==> src/rtl/step_shaper_pkg.sv <==
// Shared types and default timing for the step_shaper output stage.
package step_shaper_pkg;

  typedef enum logic [1:0] {
    IDLE  = 2'd0,
    SETUP = 2'd1,
    HIGH  = 2'd2,
    LOW   = 2'd3
  } state_t;

  localparam int CNT_W         = 16;
  localparam int DEF_DEPTH     = 4;
  localparam int DEF_DIR_SETUP = 50;
  localparam int DEF_PULSE_HI  = 30;
  localparam int DEF_PULSE_LO  = 30;

endpackage

==> src/rtl/step_fifo.sv <==
// DEPTH x 1-bit first-word-fall-through FIFO holding queued step directions.
module step_fifo #(
  parameter  int DEPTH = 4,
  localparam int AW    = $clog2(DEPTH)
) (
  input  logic        clk,
  input  logic        rst,
  input  logic        push,
  input  logic        pop,
  input  logic        din,
  output logic        dout,
  output logic        full,
  output logic        empty,
  output logic [AW:0] count
);

  logic [DEPTH-1:0] mem;
  logic [AW-1:0]    wr_ptr, rd_ptr;
  logic             do_push, do_pop;

  // A pop frees the slot in the same cycle, so a full FIFO still accepts a push then.
  assign do_pop  = pop & ~empty;
  assign do_push = push & (~full | do_pop);

  assign dout  = mem[rd_ptr];
  assign full  = (count == (AW+1)'(DEPTH));
  assign empty = (count == '0);

  always_ff @(posedge clk) begin
    if (rst) begin
      wr_ptr <= '0;
      rd_ptr <= '0;
      count  <= '0;
    end else begin
      if (do_push) begin
        mem[wr_ptr] <= din;
        wr_ptr      <= wr_ptr + AW'(1);
      end
      if (do_pop) rd_ptr <= rd_ptr + AW'(1);
      case ({do_push, do_pop})
        2'b10:   count <= count + (AW+1)'(1);
        2'b01:   count <= count - (AW+1)'(1);
        default: count <= count;
      endcase
    end
  end

endmodule

==> src/rtl/step_shaper.sv <==
// Re-times queued step events into driver-compliant STEP/DIR pulses.
// Define STEP_SHAPER_DROPCNT_EN to build the saturating dropped-step counter.
module step_shaper
  import step_shaper_pkg::*;
#(
  parameter int DEPTH     = DEF_DEPTH,
  parameter int DIR_SETUP = DEF_DIR_SETUP,
  parameter int PULSE_HI  = DEF_PULSE_HI,
  parameter int PULSE_LO  = DEF_PULSE_LO
) (
  input  logic        clk,
  input  logic        rst,
  input  logic        stepIn,
  input  logic        dirIn,
  input  logic        overflowClear,
  output logic        stepOut,
  output logic        dirOut,
  output logic        busy,
  output logic        overflow,
  output logic [15:0] dropCount
);

  state_t                   state;
  logic [CNT_W-1:0]         cnt;
  logic                     head, full, empty, pop, drop;
  logic [$clog2(DEPTH):0]   count;

  assign pop  = (state == IDLE) & ~empty;
  assign drop = stepIn & full & ~pop;
  assign busy = (state != IDLE) | (count != '0);

  step_fifo #(.DEPTH(DEPTH)) u_fifo (
    .clk   (clk),
    .rst   (rst),
    .push  (stepIn),
    .pop   (pop),
    .din   (dirIn),
    .dout  (head),
    .full  (full),
    .empty (empty),
    .count (count)
  );

  // dirOut only moves on IDLE->SETUP, so it is stable through every pulse.
  always_ff @(posedge clk) begin
    if (rst) begin
      state   <= IDLE;
      cnt     <= '0;
      stepOut <= 1'b0;
      dirOut  <= 1'b0;
    end else begin
      case (state)
        IDLE: begin
          if (!empty) begin
            if (head != dirOut) begin
              dirOut <= head;
              cnt    <= CNT_W'(DIR_SETUP - 1);
              state  <= SETUP;
            end else begin
              stepOut <= 1'b1;
              cnt     <= CNT_W'(PULSE_HI - 1);
              state   <= HIGH;
            end
          end
        end
        SETUP: begin
          if (cnt == '0) begin
            stepOut <= 1'b1;
            cnt     <= CNT_W'(PULSE_HI - 1);
            state   <= HIGH;
          end else cnt <= cnt - CNT_W'(1);
        end
        HIGH: begin
          if (cnt == '0) begin
            stepOut <= 1'b0;
            cnt     <= CNT_W'(PULSE_LO - 1);
            state   <= LOW;
          end else cnt <= cnt - CNT_W'(1);
        end
        LOW: begin
          if (cnt == '0) state <= IDLE;
          else           cnt   <= cnt - CNT_W'(1);
        end
        default: state <= IDLE;
      endcase
    end
  end

  always_ff @(posedge clk) begin
    if (rst)                overflow <= 1'b0;
    else if (drop)          overflow <= 1'b1;
    else if (overflowClear) overflow <= 1'b0;
  end

`ifdef STEP_SHAPER_DROPCNT_EN
  // A drop in the clear cycle is counted, leaving the counter at 1.
  always_ff @(posedge clk) begin
    if (rst)                                     dropCount <= 16'h0000;
    else if (overflowClear)                      dropCount <= drop ? 16'h0001 : 16'h0000;
    else if (drop && (dropCount != 16'hFFFF))    dropCount <= dropCount + 16'h0001;
  end
`else
  assign dropCount = 16'h0000;
`endif

endmodule

==> config.mk <==
export PLATFORM = sky130hd
export DESIGN_NAME = step_shaper
export DESIGN_NICKNAME = d
export VERILOG_FILES = /design/src/rtl/step_shaper_pkg.sv /design/src/rtl/step_fifo.sv /design/src/rtl/step_shaper.sv
export SDC_FILE = /design/constraint.sdc
export NUM_CORES = 1
export LEC_CHECK = 0
export CAP_MARGIN = 20
export CORE_MARGIN = 2
export CORE_UTILIZATION = 60
export CTS_CLUSTER_DIAMETER = 100
export DETAILED_ROUTE_END_ITERATION = 8
export GPL_TIMING_DRIVEN = 0
export PLACE_DENSITY_LB_ADDON = 0.12
export SLEW_MARGIN = 40
export SYNTH_ARGS = -nofsm -noshare
export SYNTH_HDL_FRONTEND = slang
export SYNTH_SLANG_ARGS = --single-unit
==> constraint.sdc <==
create_clock -name clk -period 7 [get_ports clk]
set_input_delay 1.4 -clock clk [delete_from_list [all_inputs] [get_ports clk]]
set_output_delay 1.4 -clock clk [all_outputs]
set_load 0.005 [all_outputs]
==> results.md, run 1 <==
* Synth Area per Inst at just under 9 um2
* Worst-skew pair later-pin latency at 340 ps
* RSZ-0062 raised after global routing: no
* Hold Vio Cnt, Final at 0
* Initial Util at 61.9%
* CTS tree: done
* 1st-iter DRT viols at between 100 and 150
* Critical path arrival at roughly 2400 ps
* Total CTS buffers at 5
* Cells after synthesis at 229
* Worst R2R Setup Slack at between 4000 and 5000 ps
* P_int at between 400 and 500 uW
* Vias in the first global route at about 1,600
* Die H at approximately 62 um
* DR pass1 iterations at 4
* Total GRT Usage at about 23%
* Routed len/inst at roughly 13 um
* Post-Syn Area at 0.00205 mm2
* Core Area at between 0.003 and 0.004 mm2
* Post-synth top flop: dfxtp_1
* Min cycle time layout at approximately 3800 ps
* # resized after CTS at 0
* Clock share of power at 12.1%
* Worst reg2reg path depth at 10
* CP Capture Type: primary output
* RePlAce Congestion at 0.963
* Total power at 876 uW
* First-pass GRT wire length at 7.14 mm
* Die area at approximately 0.0039 mm2
* Crit-path max FO at 9
* Postcts setup bufs at 0
* DRT antenna net count at 0
* Area Overhead vs Synth at 11.7%
* Cell taking the most area after synthesis: dfxtp_1
* Status: complete, no violations
* Clk root buf: clkbuf_4
* Hold Path End: cnt[10]
* DR vias/cell at ~5.4
* Final setup vio count at 0
* Yosys warning total at 0
* Setup TNS Final at 0 ps
* Switch Pwr at slightly below 400 uW
* Req. time, crit path at between 5000 and 6000 ps
* Overflow left after global routing at 0
* Number of diodes at 0
* Worst slew margin at about 56%
* Via count at around 1,700
* Worst-path clk slew at about 100 ps
* Worst setup SP type: register
* Drt drc at 0
* Max VDD drop at around 0.00025 V
* H-tree levels at 2
* Area share of the largest cell type after synthesis at 27.4%
* Reg2reg start: state[0]
* WL final at 4.06 mm
* Share of cells above drive strength 1 at 15.4%
* GRT met2 Usage at between 30% and 40%
* Critical path class: reg2out
* Initial antenna violation count at 0
* Final Net Count at 274
* Max-cap violations at 0
* Combinational power share at about 58%
* Worst Skew at ~18 ps
* Netlist cell types at 55
* Die width at roughly 62 um
* Slew Limit Fails at 0
* Hold Crit Start: cnt[10]
* Sw frac at about 45%
* Power per Cell Area at around 380 mW/mm2
* Global route hottest layer: met2
* Clk sink count at 32
* R2r endpoint: u_fifo.count[1]
* Synth top area cells: dfxtp_1 27%, ha_1 6.1%, buf_4 5.9%, edfxtp_1 5.9%, nor2_1 4.0%
* Met1 GRT Util at between 20% and 30%
* Tightest Pin Transition at 656 ps
* EDFF count, synth at 4
* HPWL after detailed placement at 3.02 mm
* Max Clock Freq at between 0.2 and 0.3 GHz
* Yosys reg bits at 32
* Largest net degree at the start of global routing at 12
* I/O pins at 25
* Port Buffers at 7
* LEAKAGE at 0.951 nW
* Worst Hold Class: reg2reg
* Row count at 21
* GRT met3 Usage at under 10%
* Final Cycle Share at 54.7%
* Sequential Power Share at a little under a third
* Hold depth at 2
* Fraction of the yosys area taken by sequential cells at 33.2%
* Hold buffers post-CTS at 0
* Ys async rst share at 0%
* Fill count at between 200 and 300
* Longest Clk Path Bufs at 2
[layout by cell type, fill, tap and decap left out, drive strengths merged, types with 6 or more instances in the layout]
cell type       n
xor2            6
ha             10
buf            22
dfxtp          28
o21ai          12
xnor2           6
nor2           22
conb           16
inv            12
clkdlybuf4s50   7
a21oi          14
or3             6
clkbuf          8
nor3            7
nand2          11
[worst max-delay path by stage]
stage / startpoint / end / depth (start not counted)
after global placement: state[0] / busy / 6
after global routing: state[0] / busy / 6
final: state[0] / busy / 6
after floorplan: stepIn / u_fifo.count[1] / 7
after CTS: state[0] / busy / 6
after detailed placement: state[0] / busy / 6
[critical path: stages, from the launching register on]
cell and delay, ps:
dfxtp_1 350, inv_1 110, ha_1 150, buf_2 190
nor4b_4 580, inv_1 220, clkdlybuf4s50_1 500
[per-stage QoR]
stage,area [um2],hold slack (ps),util [%],instances,setup slack [ps]
2_1_floorplan,2100,479,-,244,4080
5_1_grt,2290,539,69.1,305,2990
3_3_place_gp,2230,505,67.4,297,3560
6_report,2290,518,69.1,305,3170
3_5_place_dp,2230,508,67.4,297,3530
4_1_cts,2290,521,69.1,305,3160
[sequential cells by signal (all words and copies together) (netlist names)]
register and flops:
cnt 16, u_fifo.mem 4, u_fifo.count 3, state 2
u_fifo.rd_ptr 2, u_fifo.wr_ptr 2, dirOut 1, overflow 1
stepOut 1
[Yosys cell counts, types with 4 or more instances]
master,number
dfxtp_1,28
nand2_1,11
nor3_1,7
xor2_1,6
o21ai_0,12
or3_1,6
xnor2_1,6
nor2_1,22
nand2b_1,5
and2_1,5
nor4_1,4
ha_1,10
inv_1,12
buf_4,16
a21oi_1,14
buf_2,4
edfxtp_1,4
[per-layer routing]
| metal | up-vias | wire [um] |
|---|---|---|
| met5 | - | 0 |
| met4 | 0 | 62 |
| met3 | 9 | 186 |
| met2 | 42 | 2010 |
| met1 | 760 | 1810 |
| li1 | 844 | - |
[final cells by class]
cell class,count,area [um2],area share [%]
Clock inverter,3,18.8,0.820
Multi-Input combinational cell,175,1210,53.0
Clock buffer,5,37.5,1.64
Sequential cell,32,681,29.7
Buffer,25,166,7.27
Tap cell,46,57.6,2.52
Timing Repair Buffer,7,70.1,3.06
Inverter,12,45.0,1.97
[power groups by stage]
stage	registers (mW)	logic (mW)	clock network (mW)
2_1_floorplan	0.261	0.394	0
3_3_place_gp	0.268	0.491	0
3_5_place_dp	0.269	0.499	0
4_1_cts	0.264	0.502	0.108
5_1_grt	0.270	0.564	0.119
6_report	0.265	0.505	0.106
[kinds of logic (layout without fill, tap and decap cells)]
group	Yosys count	in the layout	synth area share (%)
AO/OA/AOI/OAI	55	55	19.4
XOR/XNOR	12	12	5.13
adder cells (fa/ha/maj)	11	11	7.09
buffers and inverters	37	52	10.3
flip-flops	32	32	33.2
multiplexers	4	4	2.57
other	1	16	0.183
AND/OR/NAND/NOR	77	77	22.1
Power figures use the tool's default switching activity.
==> run 2: changes to the inputs <==
Settings changed: CORE_UTILIZATION 60 to 55.
Clock period 7 ns to 3.8 ns, I/O delays scaled along.
==> run 2 against run 1 <==
Compared with the run above: via count is 0.24% lower; clock-buffer cell count is 2 higher; die area is 8.5% higher; sequential power is 85% higher; final cell count is 0.66% higher; critical path type unchanged; first-iteration DRC count is 6.4% lower; hold slack worse by 2.1 ps; worst setup slack worse by 2500 ps; clock power is 130% higher; routed wire length is 0.81% higher; critical path depth stayed put.
==> results.md, run 2 (synthesis results as in run 1) <==
* Status: complete, no violations
* Sequential Power Share at 29.5% (-0.8 points)
* Core Area at 0.00363 mm2 (+9.8%)
* # resized after CTS at 0 (unchanged)
* CP dominant cell by count: inv_1
* P_int at 945 uW (+96%)
* Worst path buffer plus inverter count at 4 (unchanged)
* Tightest Pin Transition at 657 ps (+1.89 ps)
* DP Area at 0.00223 mm2 (+0.11%)
* Max-cap violations at 0 (unchanged)
* CTS tree: done
* HPWL after detailed placement at 3.00 mm (-0.75%)
* First-pass GRT wire length at 7.09 mm (-0.77%)
* Largest delay contributor family on the critical path: buffers and inverters
* Clock share of power at 14.9% (+2.8 points)
* Row count at 22 (+4.8%)
* Sw frac at 43.0% (-1.9 points)
* Final setup vio count at 0 (unchanged)
* Hold buffers post-CTS at 0 (unchanged)
* Setup TNS Final at 0 ps (unchanged)
* Power per Cell Area at 717 mW/mm2 (+87%)
* Die area at 0.00423 mm2 (+8.5%)
* Overflow left after global routing at 0 (unchanged)
* Vias in the first global route at 1,566 (+0.19%)
* Most common cell after layout, fill and taps aside: dfxtp_1
* Worst setup SP type: register
* Port Buffers at 7 (unchanged)
* Clk sink count at 32 (unchanged)
* Via count at 1,651 (-0.24%)
* Switch Pwr at 714 uW (+82%)
* Total GRT Usage at 21.7% (-0.97 points)
* Initial Util at 56.4% (-5.5 points)
* Finished Cell Area at 0.00231 mm2 (+1.1%)
* CP max-delay cell: nor4b_4
* H-tree levels at 2 (unchanged)
* Crit-path max FO at 9 (unchanged)
* RSZ-0062 raised after global routing: no
* DRT antenna net count at 0 (unchanged)
* Reg2reg start: state[0]
* Worst-path clk slew at 70 ps (-30 ps)
* RePlAce Congestion at 0.871 (-9.6%)
* Number of diodes at 0 (unchanged)
* CP Capture Type: primary output
* Max Clock Freq at between 0.3 and 0.4 GHz
* Min cycle time layout at 3160 ps
* Area Overhead vs Synth at 13.0%
* 1st-iter DRT viols at 117 (-6.4%)
* Worst slew margin at 56.0% (-0.13 points)
* Top Registers: cnt x16, u_fifo.mem x4, u_fifo.count x3
* Die H at 65.0 um (+4.2%)
* Req. time, crit path at 3040 ps (-2560 ps)
* Final Cycle Share at ~83%
* Final Net Count at 274 (unchanged)
* Longest Clk Path Bufs at 2 (unchanged)
* Worst Skew at 8.78 ps (-9.15 ps)
* Hold Vio Cnt, Final at 0 (unchanged)
* Worst-skew pair later-pin latency at 290 ps (-50 ps)
* Commonest cells after routing, fill and taps aside: 28 x dfxtp_1, 22 x nor2_1, 16 x buf_4, 16 x conb_1, 14 x a21oi_1
* LEAKAGE at 0.956 nW (+0.52%)
* Max FFs per register at 16 (unchanged)
* Max VDD drop at 0.000374 V (+48%)
* Clk root buf: clkbuf_8
* Initial antenna violation count at 0 (unchanged)
* Worst Hold Class: reg2reg
* Die width at 65.0 um (+4.2%)
* Crit path from: state[0]
* Hold Crit Start: cnt[10]
* DR vias/cell at 5.38 (-0.89%)
* WL final at 4.10 mm (+0.81%)
* Slew Limit Fails at 0 (unchanged)
* I/O pins at 25 (unchanged)
* Drt drc at 0 (unchanged)
* Critical path class: reg2out
* Largest Register: cnt
* Share of cells above drive strength 1 at 14.3% (-1.2 points)
* Total power at 1.66 mW (+89%)
* Combinational power share at 55.6% (-2.0 points)
* Max incr delay on CP at 590 ps (about the same)
* Critical path arrival at 2400 ps (-30 ps)
* Largest net degree at the start of global routing at 11 (-1)
* Total CTS buffers at 5 (unchanged)
* DR pass1 iterations at 4 (unchanged)
* Routed len/inst at 13.3 um (+0.16%)
* CP cell instances: inv_1 -> ha_1 -> buf_2 -> nor4b_4 -> inv_1 -> clkdlybuf4s50_1
* Postcts setup bufs at 0 (unchanged)
## run 2: cell types whose count changed in the layout (fill, tap and decap cells not counted), sizes merged
cell    change
clkinv      -2
clkbuf      +2
## run 2: tightest hold or removal path, delay by kind of cell, from the launching register on
kind	cells	cell delay, ps
flops	1	330
compound gates	2	140
## run 2: metrics by stage
step	hold slack, ps	util (%)	std cells	worst slack (ps)
after floorplan	479	-	244	1520
after global routing	537	63.7	307	484
after global placement	501	61.5	299	1000
final	516	63.7	307	639
after detailed placement	504	61.5	299	978
after CTS	516	63.7	307	664
## run 2: final cells by class
cell class              count  area [um2]
plain buffers              25         166
clock buffers               7        76.3
flip-flops and latches     32         681
clock inverters             1        3.75
repair buffers              7        70.1
multi-input cells         175        1210
fillers                   317        1320
well taps                  48        60.1
inverters                  12        45.0
## run 2: power groups by stage
stage          combinational, mW  sequential [mW]  clock (mW)
3_3_place_gp               0.905            0.494           0
6_report                   0.923            0.490       0.247
3_5_place_dp               0.913            0.495           0
2_1_floorplan              0.725            0.481           0
5_1_grt                     1.03            0.499       0.272
4_1_cts                    0.917            0.489       0.252
## run 2: worst paths after layout
check        slack, ps         endpoint  depth (start not counted)
max reg2reg       1270  u_fifo.count[1]                         10
min reg2reg        520          cnt[10]                          2
min                520          cnt[10]                          2
max                640             busy                          6
## run 2: routing by layer
metal / track usage [%] / up-vias / wire, um
li1: - / 843 / -
met1: 27.3 / 767 / 1890
met2: 36.2 / 36 / 1960
met3: 4.86 / 5 / 189
met4: 8.59 / 0 / 59
met5: 0 / - / 0
